**src/rtl/dvs_ravens_pkg.sv**
```systemverilog
// dvs_ravens_pkg: shared DVS event queue sizing, event word type and output FSM states
package dvs_ravens_pkg;
  localparam int EVENT_QUEUE_DEPTH = 4;
  localparam int EVENT_BITS = 8;
  typedef logic [EVENT_BITS-1:0] event_t;
  typedef enum logic [1:0] {OUT_EMPTY, OUT_FETCH, OUT_VALID} out_state_t;
endpackage

```
**src/rtl/event_queue_ctrl.sv**
```systemverilog
// event_queue_ctrl: FIFO controller over single-port SRAM (push in_*, pop out_*, sram_* port, count/full/empty)
module event_queue_ctrl
  import dvs_ravens_pkg::*;
#(
  parameter int DEPTH = EVENT_QUEUE_DEPTH,
  parameter int WIDTH = EVENT_BITS,
  localparam int AW = $clog2(DEPTH),
  localparam int CW = $clog2(DEPTH + 1)
) (
  input  logic             clk,
  input  logic             rst,
  input  logic             in_valid,
  input  logic [WIDTH-1:0] in_data,
  output logic             in_ready,
  output logic             out_valid,
  output logic [WIDTH-1:0] out_data,
  input  logic             out_ready,
  output logic [AW-1:0]    sram_addr,
  output logic [WIDTH-1:0] sram_d_in,
  output logic             sram_wr_en,
  output logic             sram_sense_en,
  input  logic [WIDTH-1:0] sram_d_out,
  output logic [CW-1:0]    count,
  output logic             full,
  output logic             empty
);
  out_state_t state_q, state_d;
  logic [AW-1:0] wr_ptr_q, wr_ptr_d, rd_ptr_q, rd_ptr_d;
  logic [CW-1:0] count_q, count_d;
  logic pop, rd, wr;
  assign out_valid = state_q == OUT_VALID;
  assign pop = out_valid && out_ready;
  assign rd = !rst && count_q != '0 && (state_q == OUT_EMPTY || pop);
  assign in_ready = !rst && count_q < CW'(DEPTH) && !rd;
  assign wr = in_valid && in_ready;
  assign sram_addr = rd ? rd_ptr_q : wr_ptr_q;
  assign sram_d_in = in_data;
  assign sram_wr_en = wr;
  assign sram_sense_en = rd;
  assign out_data = sram_d_out;
  assign count = count_q;
  assign full = count_q == CW'(DEPTH);
  assign empty = count_q == '0;
  always_comb begin
    wr_ptr_d = wr ? (wr_ptr_q == AW'(DEPTH - 1) ? '0 : wr_ptr_q + 1'b1) : wr_ptr_q;
    rd_ptr_d = rd ? (rd_ptr_q == AW'(DEPTH - 1) ? '0 : rd_ptr_q + 1'b1) : rd_ptr_q;
    count_d = count_q + CW'(wr) - CW'(rd);
    state_d = state_q == OUT_EMPTY ? (rd ? OUT_FETCH : OUT_EMPTY) :
              state_q == OUT_FETCH ? OUT_VALID :
              (pop && !rd) ? OUT_EMPTY : OUT_VALID;
  end
  always_ff @(posedge clk) begin
    if (rst) begin
      state_q <= OUT_EMPTY;
      wr_ptr_q <= '0;
      rd_ptr_q <= '0;
      count_q <= '0;
    end else begin
      state_q <= state_d;
      wr_ptr_q <= wr_ptr_d;
      rd_ptr_q <= rd_ptr_d;
      count_q <= count_d;
    end
  end
  always_ff @(posedge clk) begin
    if (!rst) begin
      assert (count_q <= CW'(DEPTH));
      assert (!(sram_wr_en && sram_sense_en));
    end
  end
  assert property (@(posedge clk) disable iff (rst) out_valid && !out_ready |=> $stable(out_data));
endmodule
```
**config.mk**
```make
export PLATFORM = sky130hd
export DESIGN_NAME = event_queue_ctrl
export DESIGN_NICKNAME = d
export VERILOG_FILES = /design/src/rtl/dvs_ravens_pkg.sv /design/src/rtl/event_queue_ctrl.sv
export SDC_FILE = /design/constraint.sdc
export NUM_CORES = 1
export LEC_CHECK = 0
export ABC_CLOCK_PERIOD_IN_PS = 2990
export BUFFER_PORTS_ARGS = -buffer_cell sky130_fd_sc_hd__buf_4
export CAP_MARGIN = 10
export CORE_MARGIN = 1.5
export CORE_UTILIZATION = 38
export DETAILED_ROUTE_END_ITERATION = 16
export PLACE_DENSITY = 0.77
export RECOVER_POWER = 100
export SETUP_SLACK_MARGIN = 0.4
export SYNTH_ARGS = -nofsm -noshare
export SYNTH_HDL_FRONTEND = slang
export SYNTH_SLANG_ARGS = --single-unit
export TNS_END_PERCENT = 20
```
**constraint.sdc**
```tcl
create_clock -name clk -period 2.99 [get_ports clk]
set_clock_uncertainty 0.15 [all_clocks]
set_input_delay 0.4485 -clock clk [delete_from_list [all_inputs] [get_ports clk]]
set_output_delay 0.4485 -clock clk [all_outputs]
set_load 0.05 [all_outputs]
```
Yosys cells after proc, flatten, opt, wreduce, memory -nomap -nowiden
Index checks and enable logic that the tools add are counted.
- add/subtract/negate cells: 4
- muxes and demuxes: 7
- order comparisons: 1
- reduce and logical (&&, ||, !) cells: 13
- eq/ne operators: 5
- operator list (cell ; number):
    2-bit 2-to-1 mux ; 6
    1-bit logical AND ; 7
    2-bit equality test (second input constant) ; 3
    2-bit by 1-bit adder with 2-bit output (second input constant) ; 2
    3-bit by 1-bit adder with 3-bit output ; 1
    3-bit equality test (second input constant) ; 1
    3-bit logical NOT ; 1
    3-bit < comparator (second input constant) ; 1
    3-bit nonzero test ; 1
    3-bit by 1-bit subtractor with 3-bit output ; 1
    2-bit by 1-bit equality test with 1-bit output (second input constant) ; 1
    1-bit logical NOT ; 2
    2-bit logical NOT ; 1
    1-bit logical OR ; 1
    1-bit 2-to-1 mux ; 1
- input port bits: 20
- output and inout bits: 27
- register bits after elaboration: 9

Longest topological paths before layout
- depth in word-level cells: 9
- gate-level depth with buffers: 10

Worst setup path before layout
Ideal clock, no wire load.
- path type: reg-to-reg
- start: register count_q[2], in the netlist count[2]
- end: register count_q[2], in the netlist count[2]
- data arrival time: 4.101 ns
- data required time: 2.713 ns
- path buffers: 1
- period minus slack after synthesis: 4.378 ns
- setup time: 0.127 ns
- slack: -1.388 ns
- stages on the path, launching flop included: 11
- cells stage by stage: dfxtp_1 -> or3_1 -> buf_2 -> nand3_1 -> inv_1 -> nor4_1 -> ha_1 -> inv_1 -> fa_1 -> xnor2_1 -> nor2_1
- word-level cells in the longest chain between the ends: 8
- elaborated cells on any way between the ends: 10
- RTL lines (element ; RTL line ; source):
    from (decl) ; event_queue_ctrl.sv:29 ; logic [CW-1:0] count_q, count_d;
    from (signal assigned) ; event_queue_ctrl.sv:62 ; count_q <= count_d;
    3-bit nonzero test ; event_queue_ctrl.sv:33 ; assign rd = !rst && count_q != '0 && (state_q == OUT_EMPTY || pop);
    1-bit logical AND (2 in a row) ; event_queue_ctrl.sv:33 ;
    via sram_sense_en ; event_queue_ctrl.sv:21 ; output logic sram_sense_en,
    1-bit logical NOT ; event_queue_ctrl.sv:34 ; assign in_ready = !rst && count_q < CW'(DEPTH) && !rd;
    1-bit logical AND ; event_queue_ctrl.sv:34 ;
    1-bit logical AND ; event_queue_ctrl.sv:35 ; assign wr = in_valid && in_ready;
    via sram_wr_en ; event_queue_ctrl.sv:20 ; output logic sram_wr_en,
    3-bit by 1-bit adder with 3-bit output ; event_queue_ctrl.sv:47 ; count_d = count_q + CW'(wr) - CW'(rd);
    3-bit by 1-bit subtractor with 3-bit output ; event_queue_ctrl.sv:47 ;
The timed path passes the listed nets, and every way through them passes these cells.
A chain may end at the register's enable or synchronous reset.

Worst setup path in the final report
- start: register count_q[2], in the netlist count[2]
- end: output sram_wr_en
- word-level cells in the longest chain between the ends: 6
- elaborated cells on any way between the ends: 8
- RTL lines (element ; RTL line):
    branches (longest 4 deep; another with 3-bit < comparator) ; n/a
    1-bit logical AND * ; event_queue_ctrl.sv:34
    1-bit logical AND * ; event_queue_ctrl.sv:35
    to (decl) ; event_queue_ctrl.sv:20
Mark *: on every way between the ends.

==> key figures <==
Detailed routing
  – Final ANT Viol Nets: 0
  – DR WL/cell: about 12 um
  – DR DRC count: 0
  – Starting DRT DRC Count: 8
  – Drt via density: roughly 5.1
  – Drt pass-1 iters: 4
  – Total Wirelength: 1020 um
  – Total number of vias: 440

Final layout
  – Antenna cells: 0
  – Share of cells above drive strength 1: 26.8%
  – Storage element area: between 150 and 200 um^2
  – FILL cells: 156
  – # nets final: 96
  – Post-route cell area: between 600 and 700 um^2
  – Post-layout util: 42.0%
  – Multi-input logic area: 312 um^2
  – Synthesis-to-finish area growth: 2.81%

Synth
  – Cell count after synthesis: 71
  – XOR/XNOR Fraction of Synth Area: ~4.2%
  – Post-synth top area share: 28.9%
  – Cell taking the most area after synthesis: dfxtp_1
  – Syn avg cell area: roughly 8.8 um^2
  – Simple-gate share of the synthesized area: around 18%
  – Synth Area in Adders: a little under a tenth
  – Syn nets: 95
  – Yosys cell types: 25
  – Compound-gate portion of the synthesized area: 6.22%
  – Multiplexer share of the synthesized area: between 8 and 9%
  – Seq/Total Area, Yosys: 28.9%
  – Largest family of logic cells by synthesized area: buffers and inverters
  – Yosys warnings: 0
  – Synthesized flop and latch total: 9
  – Post-Syn Area: 623 um^2
  – Top cells by area, synth: dfxtp_1 29%, buf_4 19%, ha_1 6.0%

Floorplanning
  – Area of the core: 1520 um^2
  – # IOs: 47
  – Die X: approximately 43 um
  – Initial core utilization: 40.9%
  – Site row count: 14
  – Die area: approximately 1900 um^2
  – DIE HEIGHT: about 43 um

Pwr
  – Lkg Pwr: ~0.27 nW
  – P per Cell Area: about 1100 nW/um^2
  – Max VDD drop: just under 500 uV

Worst setup path
  – R2r setup slk: between 0.4 and 0.5 ns
  – WP data arrival: 2.03 ns
  – CP endpoint kind: output pin
  – Worst-path maximum fanout: 7
  – Crit path launch type: register
  – WS Path Type: reg -> out
  – Worst path required time: between 2 and 2.5 ns

Global route
  – Vias in the first global route: 441
  – Initial antenna violation count: 0
  – Gr ovfl total: 0
  – First-pass GRT wire length: 1790 um
  – GRT Overall Usage: 13.0%
  – Largest net degree at the start of global routing: 15

STA
  – Fin crit share: between 80 and 90%
  – Final hold vios: 0
  – Min Tclk post-route: ~2.6 ns
  – Hold slack: 0.311 ns
  – Final setup viols: 0
  – RSZ-0062 raised after global routing: false
  – Total Neg Setup Slack: 0 ns
  – Slew margin rel.: 60.5%
  – Fmax: 380 MHz
  – Worst slew pin tran: about 0.6 ns
  – Final WS setup: roughly 0.36 ns
  – Max-slew violations: 0

Outcome
  – Status: complete, no violations

CTS
  – CTS buffer count: 3
  – H-tree Lvls: 1
  – Clock Latency Late Sink: 0.26 ns
  – Max clock buf depth: 2
  – Clock sinks: 9
  – Postcts setup bufs: 0
  – Clk slew on worst S/H paths: 0.07 ns
  – CTS Hold Buffers Added: 0
  – CTS tree: done
  – CTS Root Cell: clkbuf_4

Placement
  – Dpl hpwl: 750 um
  – Setup WS pre-CTS: 0.506 ns
  – Final Wtd Congestion: 0.733
  – Dpl cell area: 664 um^2
  – IO Port Bufs: 14

Job
  – Max_cap viols: 0

Min path
  – Worst hold path class: in -> reg
## worst max-delay path: stages (launching register included)
cell and delay [ns]:
dfxtp_1 0.40, or3_1 0.50, nand3_4 0.15, clkinvlp_2 0.19, nor4_4 0.27, buf_4 0.24
## area by class of cell
type                       instances  area share (%)
multi-input combinational         37            48.6
sequential                         9            28.9
timing repair buffer              14            10.7
inverter                           7            4.30
clock buffer                       3            3.52
tap                               16            3.13
clock inverter                     1           0.781
## cell families after synthesis
group | Yosys count
AOI/OAI and AO/OA | 5
adders and majority gates | 4
and+or+nand+nor | 20
xor gates and xnor gates | 3
buffers and inverters | 25
DFF | 9
muxes | 5
## power by group
group | leakage, nW | internal, mW | switching, mW
sequential | 0.0750 | 0.163 | 0.0456
clock | 0.0177 | 0.0494 | 0.0461
combinational | 0.177 | 0.126 | 0.298
total | 0.270 | 0.339 | 0.390
## flip-flops by register name, summed over array words and instances, names as in the netlist
signal and cells:
rd_ptr_q 2, wr_ptr_q 2, state_q 2, count 3
## layout by cell type, fill, tap and decap left out, types with 2 or more instances in the layout
master and instances:
nor2b_1 4, ha_1 3, buf_4 4, dfxtp_1 7, clkbuf_4 3, inv_1 6, nand2b_1 3, mux2_2 3
nor3_1 2, clkbuf_1 9, xnor2_1 2, nor2_1 5, a21oi_1 2
## what timing repair did
item                       in CTS  in global routing
setup endpoints to repair       0                  3
gates resized for setup         0                  1
hold endpoints to repair        0                  0
## cells in the mapped netlist
| library cell | instances |
|---|---|
| fa_1 | 1 |
| dfxtp_1 | 9 |
| buf_4 | 16 |
| nor3b_1 | 1 |
| a311oi_2 | 1 |
| a31o_2 | 1 |
| a21oi_1 | 2 |
| buf_2 | 1 |
| mux2_1 | 1 |
| or3_1 | 1 |
| inv_1 | 7 |
| xnor2_1 | 2 |
| xor2_1 | 1 |
| nor4_1 | 2 |
| nand2b_1 | 3 |
| nor2b_1 | 4 |
| ha_1 | 3 |
| nor2_1 | 5 |
| clkbuf_1 | 1 |
| nand4_1 | 1 |
| o21ai_0 | 1 |
| mux2_2 | 3 |
| mux2i_1 | 1 |
| nor3_1 | 2 |
| nand3_1 | 1 |
## routing by layer
| metal | routed length, um | GRT usage (%) | vias to the layer above |
|---|---|---|---|
| met4 | 25 | 12.1 | 0 |
| met1 | 466 | 14.7 | 198 |
| met3 | 77 | 5.83 | 6 |
| li1 | - | - | 219 |
| met2 | 445 | 17.9 | 17 |
| met5 | 0 | 0 | - |
## final timing paths
| kind | startpoint | end | cells past startpoint |
|---|---|---|---|
| hold reg to reg | state_q[1] | state_q[0] | 1 |
| setup / recovery | count[2] | sram_wr_en | 5 |
| hold / removal | rst | state_q[1] | 2 |
| setup reg to reg | count[2] | count[1] | 8 |
## metrics by stage
stage | power [mW] | cells
2_1_floorplan | 0.649 | 71
3_3_place_gp | 0.681 | 83
3_5_place_dp | 0.692 | 83
4_1_cts | 0.793 | 87
5_1_grt | 0.785 | 87
6_report | 0.729 | 87
Power figures use the tool's default switching activity.
